File: src/rtl/axi_lite_spill_slice_pkg.sv
// Default AXI-Lite channel and request/response types for the spill slice.
package axi_lite_spill_slice_pkg;

    localparam int unsigned AddrWidth = 32;
    localparam int unsigned DataWidth = 32;
    localparam int unsigned StrbWidth = DataWidth / 8;
    localparam int unsigned ProtWidth = 3;
    localparam int unsigned RespWidth = 2;

    typedef logic [AddrWidth-1:0] addr_t;
    typedef logic [DataWidth-1:0] data_t;
    typedef logic [StrbWidth-1:0] strb_t;
    typedef logic [ProtWidth-1:0] prot_t;
    typedef logic [RespWidth-1:0] resp_code_t;

    typedef struct packed {
        addr_t addr;
        prot_t prot;
    } aw_chan_t;

    typedef struct packed {
        data_t data;
        strb_t strb;
    } w_chan_t;

    typedef struct packed {
        resp_code_t resp;
    } b_chan_t;

    typedef struct packed {
        addr_t addr;
        prot_t prot;
    } ar_chan_t;

    typedef struct packed {
        data_t      data;
        resp_code_t resp;
    } r_chan_t;

    typedef struct packed {
        aw_chan_t aw;
        logic     aw_valid;
        w_chan_t  w;
        logic     w_valid;
        logic     b_ready;
        ar_chan_t ar;
        logic     ar_valid;
        logic     r_ready;
    } req_t;

    typedef struct packed {
        logic    aw_ready;
        logic    w_ready;
        b_chan_t b;
        logic    b_valid;
        logic    ar_ready;
        r_chan_t r;
        logic    r_valid;
    } resp_t;

endpackage

File: src/rtl/axi_lite_spill_slice_stage.sv
// Two-entry spill buffer for one valid/ready channel; optional wire-through bypass.
module axi_lite_spill_stage #(
    parameter type T      = logic,
    parameter bit  Bypass = 1'b0
) (
    input  logic clk_i,
    input  logic rst_i,
    input  logic valid_i,
    output logic ready_o,
    input  T     data_i,
    output logic valid_o,
    input  logic ready_i,
    output T     data_o
);

    logic a_full_q, a_full_d;
    logic b_full_q, b_full_d;
    logic ready_q, ready_d;
    T     a_data_q, a_data_d;
    T     b_data_q, b_data_d;
    logic push_c, pop_c;

    assign push_c = valid_i && ready_q;
    assign pop_c  = a_full_q && ready_i;

    // Slot A feeds the output, slot B catches the beat accepted while A is stalled.
    always_comb begin
        a_full_d = a_full_q;
        b_full_d = b_full_q;
        a_data_d = a_data_q;
        b_data_d = b_data_q;
        if (pop_c) begin
            if (b_full_q) begin
                // ready is low while B is full, so no push can coincide here
                a_data_d = b_data_q;
                b_full_d = 1'b0;
            end else if (push_c) begin
                a_data_d = data_i;
            end else begin
                a_full_d = 1'b0;
            end
        end else if (push_c) begin
            if (!a_full_q) begin
                a_data_d = data_i;
                a_full_d = 1'b1;
            end else begin
                b_data_d = data_i;
                b_full_d = 1'b1;
            end
        end
        ready_d = !b_full_d;
    end

    // State registers with synchronous reset; ready held low through reset.
    always_ff @(posedge clk_i) begin
        if (rst_i) begin
            a_full_q <= 1'b0;
            b_full_q <= 1'b0;
            ready_q  <= 1'b0;
            a_data_q <= '0;
            b_data_q <= '0;
        end else begin
            a_full_q <= a_full_d;
            b_full_q <= b_full_d;
            ready_q  <= ready_d;
            a_data_q <= a_data_d;
            b_data_q <= b_data_d;
        end
    end

    // Output select: registered slot A, or straight wires when bypassed.
    always_comb begin
        valid_o = a_full_q;
        ready_o = ready_q;
        data_o  = a_data_q;
        if (Bypass) begin
            valid_o = valid_i;
            ready_o = ready_i;
            data_o  = data_i;
        end
    end

endmodule

File: src/rtl/axi_lite_spill_slice.sv
// AXI-Lite register slice: one independent spill stage per channel.
module axi_lite_spill_slice #(
    parameter type aw_chan_t = axi_lite_spill_slice_pkg::aw_chan_t,
    parameter type w_chan_t  = axi_lite_spill_slice_pkg::w_chan_t,
    parameter type b_chan_t  = axi_lite_spill_slice_pkg::b_chan_t,
    parameter type ar_chan_t = axi_lite_spill_slice_pkg::ar_chan_t,
    parameter type r_chan_t  = axi_lite_spill_slice_pkg::r_chan_t,
    parameter type req_t     = axi_lite_spill_slice_pkg::req_t,
    parameter type resp_t    = axi_lite_spill_slice_pkg::resp_t,
    parameter bit  BypassAw  = 1'b0,
    parameter bit  BypassW   = 1'b0,
    parameter bit  BypassB   = 1'b0,
    parameter bit  BypassAr  = 1'b0,
    parameter bit  BypassR   = 1'b0
) (
    input  logic  clk_i,
    input  logic  rst_i,
    input  req_t  slv_req_i,
    output resp_t slv_resp_o,
    output req_t  mst_req_o,
    input  resp_t mst_resp_i
);

    aw_chan_t mst_aw;
    w_chan_t  mst_w;
    b_chan_t  slv_b;
    ar_chan_t mst_ar;
    r_chan_t  slv_r;
    logic     mst_aw_valid, slv_aw_ready;
    logic     mst_w_valid, slv_w_ready;
    logic     slv_b_valid, mst_b_ready;
    logic     mst_ar_valid, slv_ar_ready;
    logic     slv_r_valid, mst_r_ready;

    axi_lite_spill_stage #(.T(aw_chan_t), .Bypass(BypassAw)) i_aw (
        .clk_i   (clk_i),
        .rst_i   (rst_i),
        .valid_i (slv_req_i.aw_valid),
        .ready_o (slv_aw_ready),
        .data_i  (slv_req_i.aw),
        .valid_o (mst_aw_valid),
        .ready_i (mst_resp_i.aw_ready),
        .data_o  (mst_aw)
    );

    axi_lite_spill_stage #(.T(w_chan_t), .Bypass(BypassW)) i_w (
        .clk_i   (clk_i),
        .rst_i   (rst_i),
        .valid_i (slv_req_i.w_valid),
        .ready_o (slv_w_ready),
        .data_i  (slv_req_i.w),
        .valid_o (mst_w_valid),
        .ready_i (mst_resp_i.w_ready),
        .data_o  (mst_w)
    );

    axi_lite_spill_stage #(.T(b_chan_t), .Bypass(BypassB)) i_b (
        .clk_i   (clk_i),
        .rst_i   (rst_i),
        .valid_i (mst_resp_i.b_valid),
        .ready_o (mst_b_ready),
        .data_i  (mst_resp_i.b),
        .valid_o (slv_b_valid),
        .ready_i (slv_req_i.b_ready),
        .data_o  (slv_b)
    );

    axi_lite_spill_stage #(.T(ar_chan_t), .Bypass(BypassAr)) i_ar (
        .clk_i   (clk_i),
        .rst_i   (rst_i),
        .valid_i (slv_req_i.ar_valid),
        .ready_o (slv_ar_ready),
        .data_i  (slv_req_i.ar),
        .valid_o (mst_ar_valid),
        .ready_i (mst_resp_i.ar_ready),
        .data_o  (mst_ar)
    );

    axi_lite_spill_stage #(.T(r_chan_t), .Bypass(BypassR)) i_r (
        .clk_i   (clk_i),
        .rst_i   (rst_i),
        .valid_i (mst_resp_i.r_valid),
        .ready_o (mst_r_ready),
        .data_i  (mst_resp_i.r),
        .valid_o (slv_r_valid),
        .ready_i (slv_req_i.r_ready),
        .data_o  (slv_r)
    );

    // Pack the downstream request bundle.
    always_comb begin
        mst_req_o          = '0;
        mst_req_o.aw       = mst_aw;
        mst_req_o.aw_valid = mst_aw_valid;
        mst_req_o.w        = mst_w;
        mst_req_o.w_valid  = mst_w_valid;
        mst_req_o.b_ready  = mst_b_ready;
        mst_req_o.ar       = mst_ar;
        mst_req_o.ar_valid = mst_ar_valid;
        mst_req_o.r_ready  = mst_r_ready;
    end

    // Pack the upstream response bundle.
    always_comb begin
        slv_resp_o          = '0;
        slv_resp_o.aw_ready = slv_aw_ready;
        slv_resp_o.w_ready  = slv_w_ready;
        slv_resp_o.b        = slv_b;
        slv_resp_o.b_valid  = slv_b_valid;
        slv_resp_o.ar_ready = slv_ar_ready;
        slv_resp_o.r        = slv_r;
        slv_resp_o.r_valid  = slv_r_valid;
    end

endmodule

File: config.mk
export PLATFORM = sky130hd
export DESIGN_NAME = axi_lite_spill_slice
export DESIGN_NICKNAME = d
export VERILOG_FILES = /design/src/rtl/axi_lite_spill_slice_pkg.sv /design/src/rtl/axi_lite_spill_slice_stage.sv /design/src/rtl/axi_lite_spill_slice.sv
export SDC_FILE = /design/constraint.sdc
export NUM_CORES = 1
export LEC_CHECK = 0
export ABC_AREA = 1
export CAP_MARGIN = 25
export CORE_ASPECT_RATIO = 0.6
export CORE_MARGIN = 8
export CORE_UTILIZATION = 56
export CTS_CLUSTER_SIZE = 30
export DETAILED_ROUTE_END_ITERATION = 10
export PLACE_DENSITY_LB_ADDON = 0.05
export SLEW_MARGIN = 0
export SYNTH_ARGS = -nofsm -noshare
export SYNTH_HDL_FRONTEND = slang
export SYNTH_SLANG_ARGS = --single-unit
File: constraint.sdc
create_clock -name clk_i -period 1.9 [get_ports clk_i]
set_input_delay 0.19 -clock clk_i [delete_from_list [all_inputs] [get_ports clk_i]]
set_output_delay 0.19 -clock clk_i [all_outputs]
set_load 0.005 [all_outputs]
== Word level (Yosys, flattened, before mapping) ==
Index checks and enable logic that the tools add are counted.
Word-level totals
  bits in registers: 299
  bits in latches: 0
  memory bits (writable): 0
  ROM bits: 0
  output and inout port bits: 152
  word-level logic and storage cells: 153
  memories kept: 0
Operators by class
  $add $sub $neg: 0
  multipliers: 0
  divide/modulo/power cells: 0
  magnitude comparators: 0
  eq/ne operators: 15
  shift operators: 0
  muxes and demuxes: 60
  bitwise operators: 5
  reduce and logical (&&, ||, !) cells: 40
Operators by type and width (number)
  $mux 35: 10
  $mux 36: 5
  $mux 34: 5
  $reduce_and 3->1: 15
  $mux 1: 35
  $ne 2x2->1 const B: 15
  $reduce_bool 2->1: 10
  $logic_and 1x1->1: 10
  $mux 2: 5
  $logic_not 1->1: 5
  $not 1->1: 5

== Longest topological paths before layout ==
  depth after elaboration: 4
  mapped depth: 8

== Cells and area by module ==
Synthesis repeated with hierarchy kept, for this count alone.
Unflattened totals
  cell total of the unflattened synthesis: 2120
  area, all modules: 13777.0 µm²
Modules (own cells, without submodules)
  axi_lite_spill_stage (i_ar ...): instances 2, cells each 515, area an instance 3337.0 µm², sequential area each 1461.4 µm²
  axi_lite_spill_stage (i_w): instances 1, cells each 528, area an instance 3410.8 µm², sequential area each 1501.4 µm²
  axi_lite_spill_stage (i_r): instances 1, cells each 501, area an instance 3256.9 µm², sequential area each 1421.4 µm²
  axi_lite_spill_stage (i_b): instances 1, cells each 51, area an instance 360.3 µm², sequential area each 140.1 µm²
  axi_lite_spill_slice: instances 1, cells each 10, area an instance 75.1 µm², sequential area each 0.0 µm²

== Worst setup path before layout ==
OpenSTA, ideal clock, no wires.
  path kind: reg2reg
  start: register i_w.a_full_q, in the netlist i_w.valid_o
  end: register i_w.b_data_q[0] in the netlist's numbering
  arrival: 1035 ps
  setup slack: 752 ps
  cell stages (with the launch flop): 8
  path buffers: 2
  period minus slack after synthesis: 1148 ps
  cell sequence: dfxtp_1 buf_2 nand3_1 nor2_4 buf_2 nand2_1 nand2_1 nor2_1
On the way
  cells in the longest elaborated chain, start to end: 3
Ends and longest elaborated chain
  start, declared: RTL line axi_lite_spill_slice_stage.sv:16  | logic a_full_q, a_full_d;
  start signal, assigned: RTL line axi_lite_spill_slice_stage.sv:63  | a_full_q <= a_full_d;
  $logic_and 1x1->1: RTL line axi_lite_spill_slice_stage.sv:24  | assign pop_c = a_full_q && ready_i;
  $not 1->1 (no line)
  $reduce_and 3->1 (no line) (*)
  end signal, assigned: RTL line axi_lite_spill_slice_stage.sv:67  | b_data_q <= b_data_d;
  end, declared: RTL line axi_lite_spill_slice_stage.sv:20  | T b_data_q, b_data_d;
Every way passes the cells marked *; elsewhere a longest branch is shown, timed or not.
A chain may end at the register's enable or synchronous reset.

== Worst setup path after layout ==
  start: register i_r.a_full_q, in the netlist i_r.valid_o
  end: output slv_resp_o[0] in the netlist's numbering
RTL lines
  start, declared: RTL line axi_lite_spill_slice_stage.sv:16
  start signal, assigned: RTL line axi_lite_spill_slice_stage.sv:63
  end, declared: RTL line axi_lite_spill_slice.sv:19  | output resp_t slv_resp_o,
No word-level cell between the ends.

==> impl_metrics.env <==
export IMPL_avgViaCountPerCell=4.858
export IMPL_irDropWorstVdd_mv=0.6229
export IMPL_fraction_of_the_yosys_area_taken_by_sequential_cells_pct=41.27
export IMPL_post_cts_resize_count=4
export IMPL_cts_htree_levels=1
export IMPL_cts_root_to_sink_buffers=3
export IMPL_core_area_um2=25390
export IMPL_crit_slowest_cell="clkdlybuf4s50_1"
export IMPL_syn_nets=2536
export IMPL_gp_congestion=0.8621
export IMPL_status="finished, final reports clean"
export IMPL_root_buffer="clkbuf_16"
export IMPL_post_cts_hold_buffer_count=0
export IMPL_tightest_slew_ps=421.7
export IMPL_critical_path_max_stage_delay_ps=530
export IMPL_syn_cell_area_um2=14500
export IMPL_drt_wl_total_um=41500
export IMPL_num_nets_final=2768
export IMPL_timing_reg2reg_setup_slack_ps=460
export IMPL_ys_warn_count=0
export IMPL_max_slew_margin_pct=71.89
export IMPL_post_synth_num_cell_types=21
export IMPL_critical_path_peak_fanout=13
export IMPL_critical_path_startpoint_type="register"
export IMPL_drt_first_iter_violations=1324
export IMPL_crit_end="slv_resp_o[0]"
export IMPL_grt_usage_pct=25.29
export IMPL_insertion_delay_ps=550
export IMPL_critical_path_startpoint="i_r.valid_o"
export IMPL_dieHeight_um=140.7
export IMPL_buffer_ports_inserted=305
export IMPL_wl_per_cell_um=13.88
export IMPL_placed_cells=2936
export IMPL_crit_chain="buf_6 > clkdlybuf4s50_1"
export IMPL_boundaryPins=306
export IMPL_period_minus_slack_ps=1844
export IMPL_final_layout_size_suffix_gt1_share_pct=4.590
export IMPL_detail_route_first_pass_iterations=8
export IMPL_rows=45
export IMPL_critical_path_reg2reg_endpoint="i_aw.b_data_q[31]"
export IMPL_grt_pass1_vias=13540
export IMPL_cp_data_arrival_time_ps=1650
export IMPL_synth_cells=2382
export IMPL_r2r_start="i_aw.valid_o"
export IMPL_initial_utilization_pct=57.11
export IMPL_worst_r2r_cell_count=6
export IMPL_overflow=0
export IMPL_timing_setup_tns_ps=0
export IMPL_period_share_pct=97.04
export IMPL_yosys_register_bits=299
export IMPL_detailroute_via_count=14520
export IMPL_cts_buffers=28
export IMPL_die_x_um=223.8
export IMPL_syn_area_per_cell_um2=6.088
export IMPL_timing_hold_violations_final=0
export IMPL_fin_skew_ps=9.260
export IMPL_worst_setup_path_type="reg2out"
export IMPL_tritoncts_clock_tree="done"
export IMPL_clk_transition_reported_paths_ps=70
export IMPL_sink_count_of_the_clock_tree=299
export IMPL_rsz0062_at_grt="false"
export IMPL_grt_antenna_before_repair=6
export IMPL_fin_cells=2989
export IMPL_total_power_w=0.01482
export IMPL_die_area_um2=31470
export IMPL_grt_start_max_net_pins=73
export IMPL_total_leakage_power_nw=9.159
export IMPL_timing_hold_worst_class="in2reg"
export IMPL_cellPowerDensity_nw_per_um2=790.4
export IMPL_holdCritStartpoint="mst_resp_i[7]"
export IMPL_area_growth_pct=29.25
export IMPL_worst_endpoint_required_ps=1710
export IMPL_timing_critical_path_to_type="output pin"
export IMPL_setup_viol=0
export IMPL_layout_commonest_cell="nand2_1"
export IMPL_drv_cap=0
export IMPL_clock_fmax_mhz=542.4
export IMPL_report_final_slew_viol_count=0
export IMPL_post_cts_repair_setup_buffers=0
export IMPL_post_route_drc_count=0
export IMPL_global_route_wire_length_before_repair_um=67430
export IMPL_mostFrequentLayoutCells="nand2_1, nor2_1, clkdlybuf4s50_1"
export IMPL_antenna_violating_nets_post_route=0
export IMPL_dpl_hpwl_um=28390
-- metal layers --
metal | GRT usage [%] | share of wire [%] | vias up
li1 | - | - | 7541
met1 | 32.63 | 44 | 6425
met2 | 42.23 | 46 | 465
met3 | 5.178 | 6.5 | 80
met4 | 7.942 | 2.7 | 10
met5 | 0 | 0.14 | -
-- report_power, final --
group | switching (W) | leakage (nW) | internal, W
logic | 0.00116 | 6.25 | 0.00118
clock network | 0.00248 | 0.462 | 0.00322
registers | 0.000198 | 2.44 | 0.00657
total | 0.00384 | 9.16 | 0.0110
-- per-stage QoR --
stage               setup slack (ps)  instance area (um2)  hold slack (ps)  utilization [%]
floorplan                      751.8                14500            382.7                -
global placement               250.5                17810            461.5            70.13
detailed placement             189.3                17810            472.8            70.13
CTS                            40.86                18740            246.8            73.81
global route                   2.390                18740            273.4            73.82
finish                         56.32                18740            262.9            73.82
-- logic make-up (layout without fill, tap and decap cells) --
logic type / after synthesis / after routing / share of synthesized area [%]
AOI/OAI and AO/OA: 10 / 10 / 0.3882
other: 0 / 1 / 0
and+or+nand+nor: 1621 / 1621 / 44.94
buffers and inverters: 452 / 706 / 13.40
DFF: 299 / 299 / 41.27
-- cell usage after synthesis (all sizes together) --
library cell / count / share of area, %
a31oi: 5 / 0.22
and2: 5 / 0.22
buf: 132 / 5.1
clkbuf: 27 / 0.70
dfxtp: 299 / 41
inv: 293 / 7.6
nand2: 880 / 23
nand3: 9 / 0.45
nand3b: 2 / 0.10
nand4: 142 / 6.1
nor2: 582 / 15
nor3: 1 / 0.034
o21ai: 5 / 0.17
-- worst max-delay path: cells and delay by family (launching register included) --
family	cells	cell delay [ps]
buf+inv	2	710
flops	1	390
-- worst min path at each step --
stage | to | slack (ps) | cells after the start
2_1_floorplan | i_ar.b_data_q[0] | 380 | 4
3_3_place_gp | i_ar.b_data_q[12] | 460 | 2
3_5_place_dp | i_aw.b_data_q[17] | 470 | 2
4_1_cts | i_w.b_data_q[4] | 250 | 5
5_1_grt | i_ar.b_data_q[11] | 270 | 5
6_report | i_r.b_data_q[6] | 260 | 5
-- registers in the layout (all words and copies together), names as in the netlist, 2 cells and up --
signal         flops
i_w.b_data_q      36
i_w.data_o        36
i_ar.b_data_q     35
i_ar.data_o       35
i_aw.b_data_q     35
i_aw.data_o       35
i_r.b_data_q      34
i_r.data_o        34
i_b.b_data_q       2
i_b.data_o         2
-- cell type report --
| class | count | area (um2) |
|---|---|---|
| Antenna cell | 1 | 2.502 |
| Sequential cell | 299 | 5989 |
| Clock buffer | 37 | 795.8 |
| Clock inverter | 15 | 130.1 |
| Timing Repair Buffer | 361 | 3690 |
| Multi-Input combinational cell | 1631 | 6589 |
| Inverter | 293 | 1107 |
| Fill cell | 2072 | 6649 |
| Tap cell | 352 | 440.4 |
No activity file was read; power rests on OpenSTA's default activity.
